## config.mk

```make
export PLATFORM = sky130hd
export DESIGN_NAME = fila_arbiter
export DESIGN_NICKNAME = d
export VERILOG_FILES = /design/src/rtl/fila_pkg.sv /design/src/rtl/rr_arbiter2.sv /design/src/rtl/fila_arbiter.sv
export SDC_FILE = /design/constraint.sdc
export NUM_CORES = 1
export LEC_CHECK = 0
export ABC_AREA = 1
export BUFFER_PORTS_ARGS = -buffer_cell sky130_fd_sc_hd__buf_4
export CORE_UTILIZATION = 37
export DETAILED_ROUTE_END_ITERATION = 16
export PLACE_DENSITY = 0.64
export SYNTH_ARGS = -nofsm -noshare
export SYNTH_HDL_FRONTEND = slang
export SYNTH_HIERARCHICAL = 1
export SYNTH_SLANG_ARGS = --single-unit
```

## constraint.sdc

```tcl
create_clock -name clk_10KHz -period 2.3 [get_ports clk_10KHz]
set_input_delay 0 -clock clk_10KHz [delete_from_list [all_inputs] [get_ports clk_10KHz]]
set_output_delay 0 -clock clk_10KHz [all_outputs]
set_load 0.01 [all_outputs]
```

## src/rtl/fila_pkg.sv

```systemverilog
// Shared constants and FSM state type for the two-producer queue arbiter.
package fila_pkg;
    localparam int FILA_DEPTH = 8;
    localparam int DATA_W     = 8;

    typedef enum logic [1:0] {
        IDLE   = 2'd0,
        ENQ    = 2'd1,
        DEQ    = 2'd2,
        SETTLE = 2'd3
    } fila_state_t;
endpackage

```

## src/rtl/rr_arbiter2.sv

```systemverilog
// Two-way round-robin selector; the priority pointer moves past the winner only when advanced.
module rr_arbiter2 (
    input  logic       clk_10KHz,
    input  logic       reset,
    input  logic [1:0] req,
    input  logic       advance,
    output logic [1:0] grant
);
    // r_ptr = 0: requester 0 (A) has priority
    logic r_ptr;

    always_comb begin
        grant = 2'b00;
        if (r_ptr == 1'b0) begin
            if (req[0])      grant = 2'b01;
            else if (req[1]) grant = 2'b10;
        end else begin
            if (req[1])      grant = 2'b10;
            else if (req[0]) grant = 2'b01;
        end
    end

    always_ff @(posedge clk_10KHz or posedge reset) begin
        if (reset) begin
            r_ptr <= 1'b0;
        end else if (advance && (grant != 2'b00)) begin
            r_ptr <= grant[0];
        end
    end
endmodule

```

## src/rtl/fila_arbiter.sv

```systemverilog
// Arbitrates two enqueue producers and one dequeue consumer onto a single queue,
// issuing one registered command per IDLE->cmd->SETTLE sequence.
module fila_arbiter
    import fila_pkg::*;
#(
    parameter int DEPTH = FILA_DEPTH
) (
    input  logic              clk_10KHz,
    input  logic              reset,
    input  logic              req_a,
    input  logic              req_b,
    input  logic [DATA_W-1:0] data_a,
    input  logic [DATA_W-1:0] data_b,
    input  logic              deq_req,
    input  logic              clr_err,
    input  logic [7:0]        len_in,
    input  logic [DATA_W-1:0] q_data_in,
    output logic              enqueue_out,
    output logic              dequeue_out,
    output logic [DATA_W-1:0] data_to_q,
    output logic              gnt_a,
    output logic              gnt_b,
    output logic              deq_gnt,
    output logic [DATA_W-1:0] rd_data,
    output logic              rd_valid,
    output logic              full,
    output logic              empty,
    output logic              ovf_err,
    output logic              unf_err
);
    fila_state_t       r_state;
    fila_state_t       w_state_next;
    logic              w_full;
    logic              w_empty;
    logic [1:0]        w_rr_req;
    logic [1:0]        w_rr_grant;
    logic              w_elig_enq;
    logic              w_elig_deq;
    logic              w_do_enq;
    logic              w_do_deq;
    logic              w_ovf_set;
    logic              w_unf_set;
    logic              r_last_deq;
    logic              r_enq_out;
    logic              r_deq_out;
    logic              r_gnt_a;
    logic              r_gnt_b;
    logic              r_deq_gnt;
    logic [DATA_W-1:0] r_data_to_q;
    logic [DATA_W-1:0] r_rd_data;
    logic              r_rd_valid;
    logic              r_ovf_err;
    logic              r_unf_err;

    assign w_full     = (len_in == 8'(DEPTH));
    assign w_empty    = (len_in == 8'd0);
    assign w_rr_req   = {req_b & ~w_full, req_a & ~w_full};
    assign w_elig_enq = |w_rr_req;
    assign w_elig_deq = deq_req & ~w_empty;
    assign w_ovf_set  = (r_state == IDLE) && (req_a || req_b) && w_full;
    assign w_unf_set  = (r_state == IDLE) && deq_req && w_empty;

    rr_arbiter2 u_rr (
        .clk_10KHz (clk_10KHz),
        .reset     (reset),
        .req       (w_rr_req),
        .advance   (w_do_enq),
        .grant     (w_rr_grant)
    );

    always_ff @(posedge clk_10KHz or posedge reset) begin
        if (reset) r_state <= IDLE;
        else       r_state <= w_state_next;
    end

    // When both kinds are eligible, the op opposite to the last one wins
    always_comb begin
        w_state_next = r_state;
        w_do_enq     = 1'b0;
        w_do_deq     = 1'b0;
        case (r_state)
            IDLE: begin
                if (w_elig_enq && (!w_elig_deq || r_last_deq)) begin
                    w_do_enq     = 1'b1;
                    w_state_next = ENQ;
                end else if (w_elig_deq) begin
                    w_do_deq     = 1'b1;
                    w_state_next = DEQ;
                end
            end
            ENQ, DEQ: w_state_next = SETTLE;
            SETTLE:   w_state_next = IDLE;
            default:  w_state_next = IDLE;
        endcase
    end

    always_ff @(posedge clk_10KHz or posedge reset) begin
        if (reset) begin
            r_last_deq  <= 1'b1;
            r_enq_out   <= 1'b0;
            r_deq_out   <= 1'b0;
            r_gnt_a     <= 1'b0;
            r_gnt_b     <= 1'b0;
            r_deq_gnt   <= 1'b0;
            r_data_to_q <= '0;
            r_rd_data   <= '0;
            r_rd_valid  <= 1'b0;
            r_ovf_err   <= 1'b0;
            r_unf_err   <= 1'b0;
        end else begin
            r_enq_out  <= w_do_enq;
            r_gnt_a    <= w_do_enq & w_rr_grant[0];
            r_gnt_b    <= w_do_enq & w_rr_grant[1];
            r_deq_out  <= w_do_deq;
            r_deq_gnt  <= w_do_deq;
            if (w_do_enq) begin
                r_data_to_q <= w_rr_grant[1] ? data_b : data_a;
                r_last_deq  <= 1'b0;
            end else if (w_do_deq) begin
                r_last_deq  <= 1'b1;
            end
            // Head data is stable from the queue by the SETTLE cycle after a dequeue
            r_rd_valid <= (r_state == SETTLE) && r_last_deq;
            if ((r_state == SETTLE) && r_last_deq) begin
                r_rd_data <= q_data_in;
            end
            r_ovf_err <= w_ovf_set | (r_ovf_err & ~clr_err);
            r_unf_err <= w_unf_set | (r_unf_err & ~clr_err);
        end
    end

    assign enqueue_out = r_enq_out;
    assign dequeue_out = r_deq_out;
    assign data_to_q   = r_data_to_q;
    assign gnt_a       = r_gnt_a;
    assign gnt_b       = r_gnt_b;
    assign deq_gnt     = r_deq_gnt;
    assign rd_data     = r_rd_data;
    assign rd_valid    = r_rd_valid;
    assign full        = w_full;
    assign empty       = w_empty;
    assign ovf_err     = r_ovf_err;
    assign unf_err     = r_unf_err;
endmodule
```

Word level (Yosys, flattened, before mapping)
Cells that the tools add are included.
Storage, ports and cells
  register bits after elaboration: 27
  input bits: 38
Operators by class
  bitwise logic cells: 12
  reductions and logical operators: 16
  mux-type cells: 16
  eq/ne operators: 5
Operators by type and width (number)
  2-to-1 mux 2 bit: 6
  equality test 8 x 4 -> 1 bit, second input constant: 1
  logical NOT 8 bit: 1
  2-to-1 mux 1 bit: 8
  2-to-1 mux 8 bit: 1
  bitwise AND 1 bit: 7
  logical AND 1 bit: 7
  case mux 2 bit (3 select lines): 1
  equality test 2 bit, second input constant: 2
  nonzero test 2 bit: 2
  OR reduction 2 bit: 2
  inequality test 3 x 2 -> 1 bit, second input constant: 1
  NOT 1 bit: 3
  equality test 2 x 1 -> 1 bit, second input constant: 1
  logical NOT 2 bit: 1
  logical OR 1 bit: 2
  OR 1 bit: 2
  logical NOT 1 bit: 1

Longest topological paths before layout
Gate-level depths: netlist of run 1.
  depth after elaboration: 10
  depth in mapped cells: 12
  mapped depth without buffers: 11

Cells and area by module
Netlist of run 1, hierarchy kept.
Modules (own cells, without submodules)
  fila_arbiter: cells an instance 165, area each 1270.0 µm², times used 1
  rr_arbiter2: cells an instance 9, area each 63.8 µm², times used 1

Worst setup path after synthesis of run 1
No wires, ideal clock.
  kind: in2reg
  start: in len_in[7]
  end: reg r_data_to_q[0] (netlist: data_to_q[0])
  arrival time: 1.163 ns
  cell stages on the path: 11
  setup slack: 1.021 ns
  cell sequence: nor2_1 > nand2_2 > nor2_4 > nor2_1 > a21boi_1 > buf_2 > clkinv_1 > nand2_1 > nand2_1 > nand2_1 > nand2_1
On the way
  elaborated cells between the ends (all ways): 18
RTL lines
  start, declared: RTL line fila_arbiter.sv:16  | input logic [7:0] len_in,
  equality test 8 x 4 -> 1 bit: RTL line fila_arbiter.sv:55  | assign w_full = (len_in == 8'(DEPTH));
  named net full: RTL line fila_arbiter.sv:26  | output logic full,
  NOT 1 bit: RTL line fila_arbiter.sv:57  | assign w_rr_req = {req_b & ~w_full, req_a & ~w_full};
  bitwise AND 1 bit: RTL line fila_arbiter.sv:57
  named net w_rr_req[0]: RTL line fila_arbiter.sv:35  | logic [1:0] w_rr_req;
  2-to-1 mux 2 bit: RTL line rr_arbiter2.sv:15  | if (req[0]) grant = 2'b01;
  2-to-1 mux 2 bit: RTL line rr_arbiter2.sv:14  | if (r_ptr == 1'b0) begin
  named net w_rr_grant[1]: RTL line fila_arbiter.sv:36  | logic [1:0] w_rr_grant;
  2-to-1 mux 8 bit: RTL line fila_arbiter.sv:117  | r_data_to_q <= w_rr_grant[1] ? data_b : data_a;
  end signal, assigned: RTL line fila_arbiter.sv:117
  end, declared: RTL line fila_arbiter.sv:49  | logic [DATA_W-1:0] r_data_to_q;
The timed path passes the listed nets, and every way through them passes these cells.
A chain may end at the register's enable or synchronous reset.

Final worst setup path of run 1
  start: reg u_rr.r_ptr
  end: reg r_data_to_q[5] (netlist: data_to_q[5])
On the way
  longest elaborated chain between the ends: 2
Ends and longest elaborated chain
  start, declared: RTL line rr_arbiter2.sv:10  | logic r_ptr;
  start signal, assigned: RTL line rr_arbiter2.sv:27  | r_ptr <= grant[0];
  2-to-1 mux 2 bit: RTL line rr_arbiter2.sv:14
  named net w_rr_grant[1]: RTL line fila_arbiter.sv:36
  2-to-1 mux 8 bit: RTL line fila_arbiter.sv:117
The timed path passes the listed nets, and every way through them passes these cells.

==> impl_metrics.json, run 1 <==
{
  "status": "finished, final reports clean",
  "final_cell_mix": "nand2_1 (88), buf_4 (64), dlygate4sd3_1 (28)",
  "cts_tree": "done",
  "gp_congestion": 0.779,
  "leakage_nw": 1.23,
  "nets": 309,
  "routed_wl_um": 3260,
  "root_buffer": "clkbuf_4",
  "cts.path.max_buffers": 2,
  "syn_nets": 215,
  "tightest_slew_ns": 0.952,
  "finalHoldViolations": 0,
  "drt-pass1-iter-count": 4,
  "die_y_um": 62.0,
  "postSynthCellCount": 174,
  "rsz0062_at_grt": "false",
  "setup_viol_count_final": 0,
  "initial_core_util": 0.394,
  "track_usage": 0.174,
  "dpl.hpwl_um": 2240,
  "clk_pin_slew_ns": 0.14,
  "fin_skew_ns": 0.00112,
  "final_antenna_net_count": 0,
  "syn_area_um2": 1330,
  "ir_drop_v": 0.000461,
  "antennaDiodeCount": 0,
  "io_pins": 64,
  "drt_iter0_markers": 45,
  "portBuffers": 63,
  "cp-end-kind": "register",
  "slew_violations": 0,
  "period_minus_slack_ns": 1.98,
  "utilization": 0.637,
  "cap_viol_max_count": 0,
  "avgSynthCellArea_um2": 7.67,
  "ys_warn_count": 6,
  "seq_area_um2": 677,
  "grt_antenna_before_repair": 0,
  "startpoint_type": "register",
  "dieArea_um2": 3850,
  "ys_types": 23,
  "period_share": 0.859,
  "dr_total_vias": 1346,
  "fin_ws_ns": 0.323,
  "clkSinkCount": 27,
  "worst-r2r-setup-slack_ns": 0.32,
  "core_area_um2": 3390,
  "clock_latency_ns": 0.32,
  "multi_input_area_um2": 547,
  "yosysSeqAreaShare": 0.508,
  "die_w_um": 62.0,
  "fmax_ghz": 0.506,
  "reg2reg_from": "u_rr/r_ptr$_DFFE_PP0P_",
  "grt_pass1_vias": 1200,
  "cts_setup_buffers": 0,
  "hp-class": "in2async",
  "htreeDepth": 1,
  "setup_tns_ns": 0,
  "power_density_nw_per_um2": 892,
  "grt_max_degree": 27,
  "stdcell_area_um2": 2160,
  "fillers": 290,
  "grt_pass1_wl_um": 4960,
  "place_area_um2": 1850,
  "vias_per_cell": 4.30,
  "drive_above_1_share": 0.300,
  "gr-total-overflow": 0,
  "drc": 0,
  "pre_cts_ws_ns": 0.648,
  "critPathMaxFanout": 9,
  "routedWlPerCell_um": 10.4,
  "synth_seq_cells": 27,
  "rows": 21,
  "path_class": "reg2reg",
  "r2r-end": "data_to_q[5]$_DFFE_PP0N_",
  "r2r_cells": 9,
  "mostFrequentLayoutCell": "nand2_1",
  "cts_resized": 0,
  "required_ns": 2.54,
  "maxSlewHeadroom": 0.365,
  "cts_buffers": 3,
  "area_growth_syn_to_layout_pct": 61.8,
  "crit_arrival_ns": 2.21
}
final cells by class:
class,instances,share of cell area
Tap cell,46,0.0267
Clock inverter,1,0.00348
Clock buffer,3,0.0104
Timing Repair Buffer,92,0.352
Inverter,23,0.0400
Multi-Input combinational cell,121,0.253
Sequential cell,27,0.314
through the flow:
step	power (mW)	std cells	hold WS, ns
after floorplan	1.29	174	-0.271
after global placement	1.66	281	-0.147
after detailed placement	1.67	281	-0.148
after CTS	1.94	313	0.0296
after global routing	2.11	313	0.0475
final	1.92	313	0.0396
worst max path at each step:
stage / slack (ns) / to / from
after floorplan: 1.02 / data_to_q[0]$_DFFE_PP0N_ / len_in[7]
after global placement: 0.65 / u_rr/r_ptr$_DFFE_PP0P_ / r_state[0]$_DFFE_PP0P_
after detailed placement: 0.65 / u_rr/r_ptr$_DFFE_PP0P_ / r_state[0]$_DFFE_PP0P_
after CTS: 0.41 / data_to_q[4]$_DFFE_PP0N_ / u_rr/r_ptr$_DFFE_PP0P_
after global routing: 0.23 / data_to_q[5]$_DFFE_PP0N_ / u_rr/r_ptr$_DFFE_PP0P_
final: 0.32 / data_to_q[5]$_DFFE_PP0N_ / u_rr/r_ptr$_DFFE_PP0P_
flip-flops by register name (all words and copies together), names as in the netlist:
name / cells
data_to_q: 8
deq_gnt: 1
enqueue_out: 1
gnt_a: 1
gnt_b: 1
ovf_err: 1
r_last_deq: 1
r_state: 2
rd_data: 8
rd_valid: 1
u_rr/r_ptr: 1
unf_err: 1
logic make-up after synthesis:
kind of cell               after synthesis  synth area share
AOI/OAI and AO/OA                        7            0.0347
adders and majority gates                3            0.0281
buffers and inverters                   26            0.0825
DFF                                     27             0.508
and+or+nand+nor                        111             0.347
power breakdown:
part | leakage (nW) | switching (mW) | internal (mW)
combinational | 0.877 | 0.492 | 0.451
clock | 0.0139 | 0.141 | 0.0666
sequential | 0.341 | 0.101 | 0.672
total | 1.23 | 0.734 | 1.19
repair_timing:
action,CTS,global route
hold endpoints to repair,44,0
endpoints found under the setup margin,0,0
hold buffers,28,0
per-layer routing:
| layer | routed length, um | vias up | track usage |
|---|---|---|---|
| li1 | - | 707 | - |
| met1 | 1500 | 596 | 0.217 |
| met4 | 39 | 0 | 0.0413 |
| met3 | 160 | 4 | 0.0476 |
| met5 | 0 | - | 0 |
| met2 | 1560 | 39 | 0.299 |
synth_stat cells:
library cell  number  area share
nand2_1           88        0.25
dfrtp_1           26        0.49
inv_1             20       0.056
nor2_1             8       0.023
nand3_1            4       0.015
ha_1               3       0.028
nand2_2            3       0.014
o21ai_0            3       0.011
clkinv_1           2      0.0056
nand3_2            2       0.015
nand4_1            2      0.0094
nor2_2             2      0.0094
a21boi_0           1      0.0056
a21boi_1           1      0.0056
a21oi_2            1      0.0066
and2_2             1      0.0056
buf_2              1      0.0037
buf_4              1      0.0056
buf_6              1      0.0084
dfstp_2            1       0.020
inv_2              1      0.0028
nor2_4             1      0.0084
o211ai_1           1      0.0056
worst max-delay path, cell delays in order, from the launching register on:
cell,delay [ns]
dfrtp_1,0.39
inv_1,0.07
a21boi_1,0.14
buf_4,0.18
clkinv_1,0.23
nand2_1,0.12
nand2_1,0.07
dlygate4sd3_1,0.57
nand2_1,0.07
nand2_1,0.05
Note: power is estimated with default switching activity, not from simulation.
==> run 2: changes to the inputs <==
Settings changed: BUFFER_PORTS_ARGS -buffer_cell sky130_fd_sc_hd__buf_4 to -buffer_cell sky130_fd_sc_hd__buf_2, CAP_MARGIN set to 20.
==> impl_metrics.json, run 2 (synthesis gave the netlist of run 1 again) <==
{
  "status": "finished, final reports clean",
  "crit_family": "buffers and inverters",
  "cp-end-kind": "register",
  "fin_skew_ns": 0.00315,
  "place_area_um2": 1700,
  "dieArea_um2": 3850,
  "gr-total-overflow": 0,
  "htreeDepth": 1,
  "final_cell_mix": "nand2_1 (88), buf_2 (63), dlygate4sd3_1 (28)",
  "grt_antenna_before_repair": 0,
  "cts_buffers": 3,
  "cts_tree": "done",
  "required_ns": 2.53,
  "r2r-end": "data_to_q[6]$_DFFE_PP0N_",
  "ir_drop_v": 0.000518,
  "stdcell_area_um2": 2010,
  "initial_core_util": 0.394,
  "startpoint_type": "register",
  "clock_latency_ns": 0.32,
  "root_buffer": "clkbuf_4",
  "area_growth_syn_to_layout_pct": 50.6,
  "io_pins": 64,
  "core_area_um2": 3390,
  "layout.cells.non_filler": 314,
  "routed_wl_um": 3110,
  "mostFrequentLayoutCell": "nand2_1",
  "antennaDiodeCount": 0,
  "slowest_delay_ns": 0.55,
  "grt_pass1_vias": 1120,
  "crit_path_cell_trace": "inv_1 -> a21boi_1 -> buf_4 -> clkinv_1 -> nand2_1 -> nand2_1 -> dlygate4sd3_1 -> nand2_1 -> nand2_1",
  "leakage_nw": 1.20,
  "dpl.hpwl_um": 2150,
  "setup_viol_count_final": 0,
  "setup_tns_ns": 0,
  "grt_max_degree": 27,
  "internal_power_mw": 1.09,
  "final_antenna_net_count": 0,
  "p_comb_frac": 0.462,
  "slew_violations": 0,
  "fillers": 306,
  "drt-pass1-iter-count": 3,
  "nets": 310,
  "dp.cells": 282,
  "grt_pass1_wl_um": 4650,
  "period_minus_slack_ns": 1.89,
  "drive_above_1_share": 0.302,
  "period_share": 0.821,
  "tightest_slew_ns": 0.321,
  "die_y_um": 62.0,
  "switchingPower_uw": 717,
  "critPathSlowestCell": "dlygate4sd3_1",
  "clkSinkCount": 27,
  "critPathMaxFanout": 9,
  "die_w_um": 62.0,
  "cap_viol_max_count": 0,
  "path_class": "reg2reg",
  "fin_ws_ns": 0.413,
  "r2r_cells": 9,
  "clk_pin_slew_ns": 0.14,
  "drc": 0,
  "utilization": 0.592,
  "sequentialPowerShare": 0.424,
  "vias_per_cell": 4.25,
  "clockPowerShare": 0.114,
  "maxSlewHeadroom": 0.786,
  "gp_congestion": 0.752,
  "rows": 21,
  "power_mw": 1.81,
  "cts.path.max_buffers": 2,
  "crit_arrival_ns": 2.12,
  "fmax_ghz": 0.530,
  "crit_buf_inv": 4,
  "power_density_nw_per_um2": 901,
  "portBuffers": 63,
  "fin_hold_ws_ns": 0.0381,
  "finalHoldViolations": 0,
  "rsz0062_at_grt": "false",
  "swShare": 0.396,
  "track_usage": 0.165,
  "dr_total_vias": 1336,
  "routedWlPerCell_um": 9.90,
  "crit_path_frequent_cell": "nand2_1",
  "drt_iter0_markers": 53,
  "pre_cts_ws_ns": 0.658,
  "worst-r2r-setup-slack_ns": 0.41,
  "hp-class": "in2async",
  "reg2reg_from": "u_rr/r_ptr$_DFFE_PP0P_"
}
==> run 2: what timing repair did <==
item                      CTS  global route
hold endpoints to repair   45             0
buffers inserted            0             0
hold buffers               28             0
gates resized for setup     0             0
==> run 2: area by class of cell <==
type                            count  area, um2  share of cell area
Sequential cell                    27        677               0.337
Timing Repair Buffer               93        611               0.304
Multi-Input combinational cell    121        547               0.272
Inverter                           23       86.3              0.0430
Tap cell                           46       57.6              0.0287
Clock buffer                        3       22.5              0.0112
Clock inverter                      1       7.51             0.00374
==> run 2: worst reg2reg max path, stage by stage, from the launching register on <==
cell and delay, ns:
dfrtp_1 0.39, inv_1 0.06, a21boi_1 0.11, buf_4 0.17, clkinv_1 0.22, nand2_1 0.13, nand2_1 0.05, dlygate4sd3_1 0.55
nand2_1 0.07, nand2_1 0.05
==> run 2: metal layers <==
layer  GRT usage  wire length (um)
met3      0.0559               186
met4      0.0413                21
met1       0.199              1350
met5           0                 0
met2       0.281              1550
==> run 2: power by group through the flow <==
| stage | combinational (mW) | clock (mW) | sequential (mW) |
|---|---|---|---|
| finish | 0.836 | 0.207 | 0.767 |
| global route | 0.967 | 0.228 | 0.792 |
| CTS | 0.848 | 0.215 | 0.768 |
| detailed placement | 0.787 | 0 | 0.779 |
| global placement | 0.777 | 0 | 0.774 |
| floorplan | 0.437 | 0 | 0.850 |
==> run 2: worst max path at each step <==
| stage | start | end | slack [ns] | cells after the start |
|---|---|---|---|---|
| 2_1_floorplan | len_in[7] | data_to_q[0]$_DFFE_PP0N_ | 1.02 | 11 |
| 3_3_place_gp | r_state[0]$_DFFE_PP0P_ | u_rr/r_ptr$_DFFE_PP0P_ | 0.66 | 7 |
| 3_5_place_dp | r_state[0]$_DFFE_PP0P_ | u_rr/r_ptr$_DFFE_PP0P_ | 0.66 | 7 |
| 4_1_cts | u_rr/r_ptr$_DFFE_PP0P_ | data_to_q[6]$_DFFE_PP0N_ | 0.43 | 9 |
| 5_1_grt | u_rr/r_ptr$_DFFE_PP0P_ | data_to_q[3]$_DFFE_PP0N_ | 0.23 | 9 |
| 6_report | u_rr/r_ptr$_DFFE_PP0P_ | data_to_q[6]$_DFFE_PP0N_ | 0.41 | 9 |
